--- src/rtl/instruction_fetch_unit_if.sv ---
// Fetch-unit bus bundle: instruction-memory read port plus the
// registered instruction handshake towards the decoder.
interface instruction_fetch_unit_if #(
    parameter int unsigned ADDR_W = 10
);
    logic              imem_req;
    logic [ADDR_W-1:0] imem_addr;
    logic [31:0]       imem_rdata;
    logic              imem_ack;
    logic [31:0]       instr_out;
    logic [ADDR_W-1:0] instr_pc;
    logic              instr_valid;
    logic              instr_ready;

    // Fetch unit side: issues memory requests, presents instructions
    modport master (
        output imem_req, imem_addr, instr_out, instr_pc, instr_valid,
        input  imem_rdata, imem_ack, instr_ready
    );

    // Environment side: memory responder and decoder
    modport slave (
        input  imem_req, imem_addr, instr_out, instr_pc, instr_valid,
        output imem_rdata, imem_ack, instr_ready
    );
endinterface

--- src/rtl/instruction_fetch_unit.sv ---
// Instruction fetch unit: owns the PC, issues word reads over req/ack,
// registers each fetched word for the decoder (valid/ready), and handles
// redirect and halt. A redirect that lands while a read is outstanding
// parks in DRAIN until the read completes, since the address must stay
// stable for the whole request.
module instruction_fetch_unit #(
    parameter int unsigned       ADDR_W   = 10,
    parameter logic [ADDR_W-1:0] RESET_PC = '0,
    parameter int unsigned       CNT_W    = 16
) (
    input  logic                     clk,
    input  logic                     rst_n,
    input  logic                     start,
    input  logic                     halt,
    input  logic                     redirect_valid,
    input  logic [ADDR_W-1:0]        redirect_pc,
    instruction_fetch_unit_if.master bus,
    output logic                     halted,
    output logic [CNT_W-1:0]         fetch_count
);

    typedef enum logic [2:0] {
        S_IDLE,
        S_REQ,
        S_HOLD,
        S_DRAIN,
        S_HALTED
    } state_t;

    state_t            state_q,       state_d;
    logic [ADDR_W-1:0] pc_q,          pc_d;
    logic [ADDR_W-1:0] target_q,      target_d;
    logic              halt_pend_q,   halt_pend_d;
    logic [31:0]       instr_out_q,   instr_out_d;
    logic [ADDR_W-1:0] instr_pc_q,    instr_pc_d;
    logic              instr_valid_q, instr_valid_d;
    logic [CNT_W-1:0]  fetch_count_q, fetch_count_d;

    // State and datapath registers, asynchronously cleared
    always_ff @(posedge clk or negedge rst_n) begin
        if (!rst_n) begin
            state_q       <= S_IDLE;
            pc_q          <= RESET_PC;
            target_q      <= RESET_PC;
            halt_pend_q   <= 1'b0;
            instr_out_q   <= '0;
            instr_pc_q    <= '0;
            instr_valid_q <= 1'b0;
            fetch_count_q <= '0;
        end else begin
            state_q       <= state_d;
            pc_q          <= pc_d;
            target_q      <= target_d;
            halt_pend_q   <= halt_pend_d;
            instr_out_q   <= instr_out_d;
            instr_pc_q    <= instr_pc_d;
            instr_valid_q <= instr_valid_d;
            fetch_count_q <= fetch_count_d;
        end
    end

    // Next-state logic; priority within each state is halt > redirect > ack/transfer
    always_comb begin
        state_d       = state_q;
        pc_d          = pc_q;
        target_d      = target_q;
        halt_pend_d   = halt_pend_q;
        instr_out_d   = instr_out_q;
        instr_pc_d    = instr_pc_q;
        instr_valid_d = instr_valid_q;
        fetch_count_d = fetch_count_q;

        unique case (state_q)
            S_IDLE: begin
                if (halt) begin
                    state_d = S_HALTED;
                end else if (start) begin
                    state_d = S_REQ;
                end
            end

            S_REQ: begin
                if (halt) begin
                    if (bus.imem_ack) begin
                        instr_valid_d = 1'b0;
                        state_d       = S_HALTED;
                    end else begin
                        halt_pend_d = 1'b1;
                        state_d     = S_DRAIN;
                    end
                end else if (redirect_valid) begin
                    instr_valid_d = 1'b0;
                    if (bus.imem_ack) begin
                        // Returned word belongs to the old path: drop it and refetch
                        pc_d    = redirect_pc;
                        state_d = S_REQ;
                    end else begin
                        target_d    = redirect_pc;
                        halt_pend_d = 1'b0;
                        state_d     = S_DRAIN;
                    end
                end else if (bus.imem_ack) begin
                    instr_out_d   = bus.imem_rdata;
                    instr_pc_d    = pc_q;
                    instr_valid_d = 1'b1;
                    pc_d          = pc_q + 1'b1;
                    state_d       = S_HOLD;
                end
            end

            S_HOLD: begin
                if (halt) begin
                    instr_valid_d = 1'b0;
                    state_d       = S_HALTED;
                end else if (redirect_valid) begin
                    pc_d          = redirect_pc;
                    instr_valid_d = 1'b0;
                    state_d       = S_REQ;
                end else if (instr_valid_q && bus.instr_ready) begin
                    fetch_count_d = fetch_count_q + 1'b1;
                    instr_valid_d = 1'b0;
                    state_d       = S_REQ;
                end
            end

            S_DRAIN: begin
                if (halt) begin
                    halt_pend_d = 1'b1;
                end
                if (redirect_valid) begin
                    target_d = redirect_pc;
                end
                if (bus.imem_ack) begin
                    // Latest redirect wins, including one arriving with the ack
                    pc_d        = redirect_valid ? redirect_pc : target_q;
                    halt_pend_d = 1'b0;
                    state_d     = (halt_pend_q || halt) ? S_HALTED : S_REQ;
                end
            end

            S_HALTED: begin
                instr_valid_d = 1'b0;
            end

            default: begin
                state_d = S_IDLE;
            end
        endcase
    end

    assign bus.imem_req    = (state_q == S_REQ) || (state_q == S_DRAIN);
    assign bus.imem_addr   = pc_q;
    assign bus.instr_out   = instr_out_q;
    assign bus.instr_pc    = instr_pc_q;
    assign bus.instr_valid = instr_valid_q;
    assign halted          = (state_q == S_HALTED);
    assign fetch_count     = fetch_count_q;

endmodule
--- src/flat_wrapper.sv ---
// flat-port wrapper written by rule: the top's interface ports become plain ports
module instruction_fetch_unit_flat 
#(
    parameter int unsigned       ADDR_W   = 10,
    parameter logic [ADDR_W-1:0] RESET_PC = '0,
    parameter int unsigned       CNT_W    = 16
)
  (clk, rst_n, start, halt, redirect_valid, redirect_pc, halted, fetch_count, bus_imem_req, bus_imem_addr, bus_instr_out, bus_instr_pc, bus_instr_valid, bus_imem_rdata, bus_imem_ack, bus_instr_ready);
  instruction_fetch_unit_if #(.ADDR_W(ADDR_W)) bus_i ();
  input  logic clk;
  input  logic rst_n;
  input  logic start;
  input  logic halt;
  input  logic redirect_valid;
  input  logic [ADDR_W-1:0] redirect_pc;
  output logic halted;
  output logic [CNT_W-1:0] fetch_count;
  output wire logic [$bits(bus_i.imem_req)-1:0] bus_imem_req;
  output wire logic [$bits(bus_i.imem_addr)-1:0] bus_imem_addr;
  output wire logic [$bits(bus_i.instr_out)-1:0] bus_instr_out;
  output wire logic [$bits(bus_i.instr_pc)-1:0] bus_instr_pc;
  output wire logic [$bits(bus_i.instr_valid)-1:0] bus_instr_valid;
  input wire logic [$bits(bus_i.imem_rdata)-1:0] bus_imem_rdata;
  input wire logic [$bits(bus_i.imem_ack)-1:0] bus_imem_ack;
  input wire logic [$bits(bus_i.instr_ready)-1:0] bus_instr_ready;
  assign bus_imem_req = bus_i.imem_req;
  assign bus_imem_addr = bus_i.imem_addr;
  assign bus_instr_out = bus_i.instr_out;
  assign bus_instr_pc = bus_i.instr_pc;
  assign bus_instr_valid = bus_i.instr_valid;
  assign bus_i.imem_rdata = bus_imem_rdata;
  assign bus_i.imem_ack = bus_imem_ack;
  assign bus_i.instr_ready = bus_instr_ready;
  instruction_fetch_unit #(.ADDR_W(ADDR_W), .RESET_PC(RESET_PC), .CNT_W(CNT_W)) u_core (.clk(clk), .rst_n(rst_n), .start(start), .halt(halt), .redirect_valid(redirect_valid), .redirect_pc(redirect_pc), .bus(bus_i), .halted(halted), .fetch_count(fetch_count));
endmodule
--- config.mk ---
export PLATFORM = sky130hd
export DESIGN_NAME = instruction_fetch_unit_flat
export DESIGN_NICKNAME = d
export VERILOG_FILES = /design/src/rtl/instruction_fetch_unit_if.sv /design/src/rtl/instruction_fetch_unit.sv /design/src/flat_wrapper.sv
export SDC_FILE = /design/constraint.sdc
export NUM_CORES = 1
export LEC_CHECK = 0
export CORE_MARGIN = 2
export CORE_UTILIZATION = 50
export CTS_BUF_LIST = sky130_fd_sc_hd__clkbuf_2
export DETAILED_ROUTE_END_ITERATION = 8
export GPL_ROUTABILITY_DRIVEN = 0
export PLACE_DENSITY = 0.85
export SETUP_SLACK_MARGIN = 0.1
export SYNTH_ARGS = -nofsm -noshare
export SYNTH_HDL_FRONTEND = slang
export SYNTH_SLANG_ARGS = --single-unit
export TNS_END_PERCENT = 5
--- constraint.sdc ---
create_clock -name clk -period 3.53 [get_ports clk]
set_input_delay 1.059 -clock clk [delete_from_list [all_inputs] [get_ports clk]]
set_output_delay 1.059 -clock clk [all_outputs]
set_load 0.02 [all_outputs]
==> metrics.log, run 1 <==
INFO  metric max-cap-violations = 0
INFO  metric grt_pass1_wl = 15200 um
INFO  metric period_needed = 3130 ps
INFO  metric synth_top_cell_area_share = 53.8%
INFO  metric detailroute.via_count = 3087
INFO  metric maximum_number_of_pins_on_one_net_before_global_route_repair = 84
INFO  metric asyncSetResetFlopFracSynth = 100%
INFO  metric design.die.area = 8430 um^2
INFO  metric numPortBuffers = 119
INFO  metric rsz0062_at_grt = false
INFO  metric synth_ff_type = sky130_fd_sc_hd__dfrtp_1
INFO  metric finalWirelength = 9140 um
INFO  metric post_route_cells_drive_above_1_share = 18.9%
INFO  metric irDropWorstVdd = 0.472 mV
INFO  metric drt-vias-per-instance = 5.64
INFO  metric post_synth.cell_area_avg = 12.0 um^2
INFO  metric critPathLaunch = u_core.state_q[1]
INFO  metric yosys-top-cells-count = sky130_fd_sc_hd__dfrtp_1, sky130_fd_sc_hd__mux2_2, sky130_fd_sc_hd__nand2_1, sky130_fd_sc_hd__clkbuf_1, sky130_fd_sc_hd__o21ai_0
INFO  metric path_class = reg -> out
INFO  metric least_margin_pin_slew = 1020 ps
INFO  metric core-area = 7610 um^2
INFO  metric timing.fmax = 319 MHz
INFO  metric setup.worst_path.start_class = flop
INFO  metric skew = 21.6 ps
INFO  metric worst_hold_startpoint = u_core.fetch_count[15]
INFO  metric chipWidth = 91.8 um
INFO  metric cts_max_level = 3
INFO  metric netlist_top_cells_area = sky130_fd_sc_hd__dfrtp_1, sky130_fd_sc_hd__mux2_2, sky130_fd_sc_hd__xnor2_1
INFO  metric pwr_density_cell = 770 nW/um^2
INFO  metric dr.first_iter.drc_count = 177
INFO  metric dpl_worst_slack = 444 ps
INFO  metric arrival = 2070 ps
INFO  metric post-route-drc-count = 0
INFO  metric drt_pass1_iterations = 5
INFO  metric worstPathMaxFanout = 17
INFO  metric tns = 0 ps
INFO  metric hold_path.class = reg -> reg
INFO  metric signed_area_change_from_the_synthesized_netlist_to_the_final_layout = 37.1%
INFO  metric chipHeight = 91.8 um
INFO  metric grt_antenna_before_repair = 0
INFO  metric synthCells = 322
INFO  metric wire_per_inst = 16.7 um
INFO  metric cts_post_setup_buffers_inserted = 0
INFO  metric leakagePower = 2.21 nW
INFO  metric seq_area_frac_synth = 53.8%
INFO  metric post_synth_edffs = 0
INFO  metric dp_hpwl = 6510 um
INFO  metric clock-sinks = 83
INFO  metric globalRouteOverflowTotal = 0
INFO  metric finalCritPeriodShare = 88.7%
INFO  metric cts_tree = built
INFO  metric ctsResizeCount = 0
INFO  metric vias_in_the_first_global_route = 3065
INFO  metric rows = 32
INFO  metric cts_hold_buf = 0
INFO  metric grt.total_usage = 22.7%
INFO  metric drt.antenna.violating_nets = 0
INFO  metric design.portCount = 120
INFO  metric ys_seq_elements = 83
INFO  metric max-clock-path-buffers = 2
INFO  metric netlist.top_cell.by_area = sky130_fd_sc_hd__dfrtp_1
INFO  metric cts_root_buf = sky130_fd_sc_hd__clkbuf_2
INFO  metric slew_headroom = 31.8%
INFO  metric r2r-start = u_core.state_q[2]
INFO  metric ys.warnings.count = 0
INFO  metric fin_nets = 491
INFO  metric outcome = finished, final reports clean
INFO  metric critPathCaptureType = primary output
INFO  metric synth.lib_cells_used.distinct = 51
INFO  metric critPathRequiredTime = 2470 ps
INFO  metric mappedNetlistNets = 373
INFO  metric reg2reg_setup_slack = 1300 ps
INFO  metric n_antenna_cell = 0
INFO  metric synthMostInstantiatedCell = sky130_fd_sc_hd__dfrtp_1
INFO  metric clock_buffers_created_by_tritoncts = 9
INFO  metric synth_area = 3860 um^2
INFO  metric initial_core_utilization = 50.7%
INFO  metric number_of_max_slew_violations_in_the_final_report = 0
INFO  metric hold_viol = 0
INFO  metric worst_setup_hold_path_clk_slew = 220 ps
INFO  metric setup_ws_final = 397 ps
INFO  metric timing.final.setup_violations = 0
INFO  metric clock_latency = 510 ps
## logic make-up (layout without fill, tap and decap cells)
kind of cell,Yosys count,count (layout),share of synthesized area (%)
AOI/OAI and AO/OA,55,55,9.96
xor gates and xnor gates,16,16,3.63
adders and majority gates,2,2,0.649
buffers and inverters,26,149,2.92
DFF,83,83,53.8
muxes,55,55,16.0
and+or+nand+nor,85,85,13.0
## metrics by stage
step | hold WS, ps | cells | cell area, um^2 | utilization (%) | power, mW
6_report | 494 | 547 | 5290 | 69.5 | 4.07
5_1_grt | 541 | 547 | 5290 | 69.5 | 4.29
4_1_cts | 506 | 547 | 5290 | 69.5 | 4.09
3_5_place_dp | 477 | 531 | 5150 | 67.7 | 3.52
3_3_place_gp | 464 | 531 | 5150 | 67.7 | 3.46
2_1_floorplan | 470 | 322 | 3860 | - | 2.61
## registers in the layout, indices dropped and copies added, names as in the netlist
register / count
u_core.bus.instr_out: 32
u_core.fetch_count: 16
u_core.bus.imem_addr: 10
u_core.bus.instr_pc: 10
u_core.target_q: 10
u_core.state_q: 3
u_core.bus.instr_valid: 1
u_core.halt_pend_q: 1
## final timing paths
check	cells after the start	endpoint
worst max-delay path	4	halted
worst min-delay path	1	u_core.fetch_count[15]
worst max register to register	5	u_core.bus.instr_out[9]
worst min register to register	1	u_core.fetch_count[15]
max in group asynchronous	1	u_core.fetch_count[4]
min in group asynchronous	1	u_core.bus.instr_pc[3]
## cells in the final DEF (no fill, tap or decap), drive strengths merged, types with 3 or more instances in the layout
cell type and n:
o22a 3, buf 6, nand2 18, nand2b 6, xnor2 11, clkdlybuf4s50 118, nand4 5, nor4 5
inv 10, mux2 53, nor2b 4, a211oi 7, clkbuf 10, nand3 10, o22ai 3, a21oi 9
and2 4, nor2 12, o221ai 4, o21ai 13, xor2 5, and4 3, nor3 5, dfrtp 83
## cell type report
cell class / count / area (um^2)
clock buffer: 10 / 50.0
clock inverter: 6 / 88.8
fill: 591 / 2320
inverter: 9 / 33.8
multi-input combinational: 213 / 1670
sequential: 83 / 2080
tap: 102 / 128
timing repair buffer: 124 / 1240
## critical path, cell delays in order, from the launching register on
cell,delay [ps]
sky130_fd_sc_hd__dfrtp_1,610
sky130_fd_sc_hd__nor2_1,210
sky130_fd_sc_hd__nand2_1,100
sky130_fd_sc_hd__inv_1,60
sky130_fd_sc_hd__clkdlybuf4s50_1,590
## power by group
part	internal, mW	switching, mW
combinational	0.985	0.913
clock	0.238	0.330
sequential	1.32	0.292
total	2.54	1.53
## per-layer routing
layer / part of all wire, % / vias up / track usage (%) / routed length [um]
li1: - / 1412 / - / -
met2: 50 / 131 / 37.9 / 4560
met4: 1.9 / 0 / 8.08 / 172
met5: 0 / - / 0 / 0
met1: 42 / 1524 / 29.3 / 3830
met3: 6.3 / 20 / 5.01 / 579
(Power assumes the default switching activity.)
==> inputs of run 2 (changes only) <==
CORE_UTILIZATION = 48   (was 50)
PLACE_DENSITY = 0.82   (was 0.85)
==> metrics.log, run 2 (same netlist as run 1, synthesis figures left out) <==
INFO  metric clock_latency = 530 ps (+20 ps)
INFO  metric least_margin_pin_slew = 1040 ps (+12.7 ps)
INFO  metric cts_post_setup_buffers_inserted = 0 (unchanged)
INFO  metric pwr_density_cell = 752 nW/um^2 (-2.4%)
INFO  metric hold_viol = 0 (unchanged)
INFO  metric slew_headroom = 30.9% (-0.85 points)
INFO  metric cts_hold_buf = 0 (unchanged)
INFO  metric grt_antenna_before_repair = 0 (unchanged)
INFO  metric timing.fmax = 314 MHz (-1.7%)
INFO  metric dr.first_iter.drc_count = 222 (+25%)
INFO  metric numPortBuffers = 119 (unchanged)
INFO  metric design.die.area = 8770 um^2 (+4.0%)
INFO  metric rsz0062_at_grt = false
INFO  metric ctsResizeCount = 0 (unchanged)
INFO  metric cts_max_level = 3 (unchanged)
INFO  metric drt-vias-per-instance = 5.56 (-1.5%)
INFO  metric arrival = 2130 ps (+60 ps)
INFO  metric critPathCaptureType = primary output
INFO  metric cts_root_buf = sky130_fd_sc_hd__clkbuf_2
INFO  metric initial_core_utilization = 49.7% (-1.0 points)
INFO  metric globalRouteOverflowTotal = 0 (unchanged)
INFO  metric worstPathMaxFanout = 25 (+8)
INFO  metric cts_tree = built
INFO  metric period_needed = 3190 ps (+54.5 ps)
INFO  metric maximum_number_of_pins_on_one_net_before_global_route_repair = 84 (unchanged)
INFO  metric dp_hpwl = 6590 um (+1.2%)
INFO  metric design.portCount = 120 (unchanged)
INFO  metric post_route_cells_drive_above_1_share = 19.1% (+0.18 points)
INFO  metric busiest_layer = met2
INFO  metric grt_pass1_wl = 15000 um (-1.4%)
INFO  metric max-cap-violations = 0 (unchanged)
INFO  metric hold_path.class = reg -> reg
INFO  metric finalWirelength = 9240 um (+1.1%)
INFO  metric global_route.usage.met2 = 36.4% (-1.5 points)
INFO  metric grt.total_usage = 21.8% (-0.86 points)
INFO  metric outcome = finished, final reports clean
INFO  metric timing.final.setup_violations = 0 (unchanged)
INFO  metric irDropWorstVdd = 0.463 mV (-1.9%)
INFO  metric grt_util_met1 = 27.9% (-1.3 points)
INFO  metric worst_setup_hold_path_clk_slew = 250 ps (+30 ps)
INFO  metric finalCritPeriodShare = 90.3% (+1.5 points)
INFO  metric clock_buffers_created_by_tritoncts = 9 (unchanged)
INFO  metric rows = 32 (unchanged)
INFO  metric chipWidth = 93.6 um (+2.0%)
INFO  metric leakagePower = 2.20 nW (-0.84%)
INFO  metric fin_cells = 548 (+0.18%)
INFO  metric nFillCells = 622 (+5.2%)
INFO  metric clock-sinks = 83 (unchanged)
INFO  metric vias_in_the_first_global_route = 3163 (+3.2%)
INFO  metric core-area = 7770 um^2 (+2.1%)
INFO  metric post-route-drc-count = 0 (unchanged)
INFO  metric final_cell_mix = sky130_fd_sc_hd__clkdlybuf4s50_1, sky130_fd_sc_hd__dfrtp_1, sky130_fd_sc_hd__mux2_2, sky130_fd_sc_hd__nand2_1, sky130_fd_sc_hd__o21ai_0
INFO  metric signed_area_change_from_the_synthesized_netlist_to_the_final_layout = 36.3%
INFO  metric max-clock-path-buffers = 2 (unchanged)
INFO  metric skew = 30.5 ps (+8.98 ps)
INFO  metric wire_per_inst = 16.9 um (+0.96%)
INFO  metric placedCellCount = 532 (+0.19%)
INFO  metric chipHeight = 93.6 um (+2.0%)
INFO  metric fin_nets = 492 (+0.20%)
INFO  metric grtUsageMet3 = 5.16% (+0.14 points)
INFO  metric detailroute.via_count = 3046 (-1.3%)
INFO  metric drt.antenna.violating_nets = 0 (unchanged)
INFO  metric drt_pass1_iterations = 5 (unchanged)
INFO  metric most_frequent_standard_cell_in_the_layout_excluding_fill_and_tap_cells = sky130_fd_sc_hd__clkdlybuf4s50_1
INFO  metric tns = 0 ps (unchanged)
INFO  metric path_class = reg -> out
INFO  metric n_antenna_cell = 0 (unchanged)
INFO  metric number_of_max_slew_violations_in_the_final_report = 0 (unchanged)
INFO  metric largest_register_ffs = 32 (unchanged)
INFO  metric critPathRequiredTime = 2470 ps (about the same)
INFO  metric setup.worst_path.start_class = flop
## run 2: changes by cell type in the layout (fill, tap and decap cells not counted)
cell / previous run / this run
sky130_fd_sc_hd__clkinv_4: 0 / 1
sky130_fd_sc_hd__inv_6: 1 / 2
sky130_fd_sc_hd__clkinvlp_4: 2 / 3
sky130_fd_sc_hd__buf_4: 5 / 6
sky130_fd_sc_hd__clkinv_2: 1 / 0
sky130_fd_sc_hd__bufinv_16: 2 / 0
## run 2: final cells by class
class / instances / area [um^2] / area share, %
multi-input cells: 213 / 1670 / 31.8
clock inverters: 6 / 48.8 / 0.928
inverters: 9 / 33.8 / 0.643
flip-flops and latches: 83 / 2080 / 39.5
clock buffers: 10 / 50.0 / 0.952
repair buffers: 125 / 1250 / 23.7
well taps: 102 / 128 / 2.43
## run 2: report_power, final
part / internal, mW / switching (mW)
clock network: 0.101 / 0.349
logic: 0.985 / 0.913
registers: 1.32 / 0.288
total: 2.40 / 1.55
## run 2: worst paths after layout
check,start,end,slack [ps],cells past startpoint
setup / recovery,u_core.state_q[2],bus_imem_req,340,3
hold / removal,u_core.fetch_count[15],u_core.fetch_count[15],490,1
setup reg to reg,u_core.state_q[1],u_core.bus.imem_addr[6],1390,4
hold reg to reg,u_core.fetch_count[15],u_core.fetch_count[15],490,1
max in group asynchronous,rst_n,u_core.target_q[2],2180,1
min in group asynchronous,rst_n,u_core.fetch_count[3],650,1
## run 2: stage by stage
stage                     cell area, um^2  utilization (%)  setup slack (ps)  power (mW)  hold slack [ps]
final                                5260             67.7               343        3.95              485
after global routing                 5260             67.7               253        4.19              498
after CTS                            5260             67.7               295        3.98              493
after detailed placement             5160             66.4               454        3.53              468
after global placement               5160             66.4               520        3.47              463
after floorplan                      3860                -               968        2.61              470
## run 2: worst max-delay path, stage by stage, from the launching register on
cell,delay (ps)
sky130_fd_sc_hd__dfrtp_1,460
sky130_fd_sc_hd__buf_4,220
sky130_fd_sc_hd__nor2_1,270
sky130_fd_sc_hd__clkdlybuf4s50_1,670
## run 2: layer usage
metal	wire [um]	share of wire, %
met5	0	0
met4	161	1.7
met3	674	7.3
met2	4690	51
met1	3710	40
==> inputs of run 3 (changes only) <==
CTS_CLUSTER_SIZE = 14   (was default)
==> results of run 3 <==
No change in the layout: final DEF, timing and power equal those of run 2.
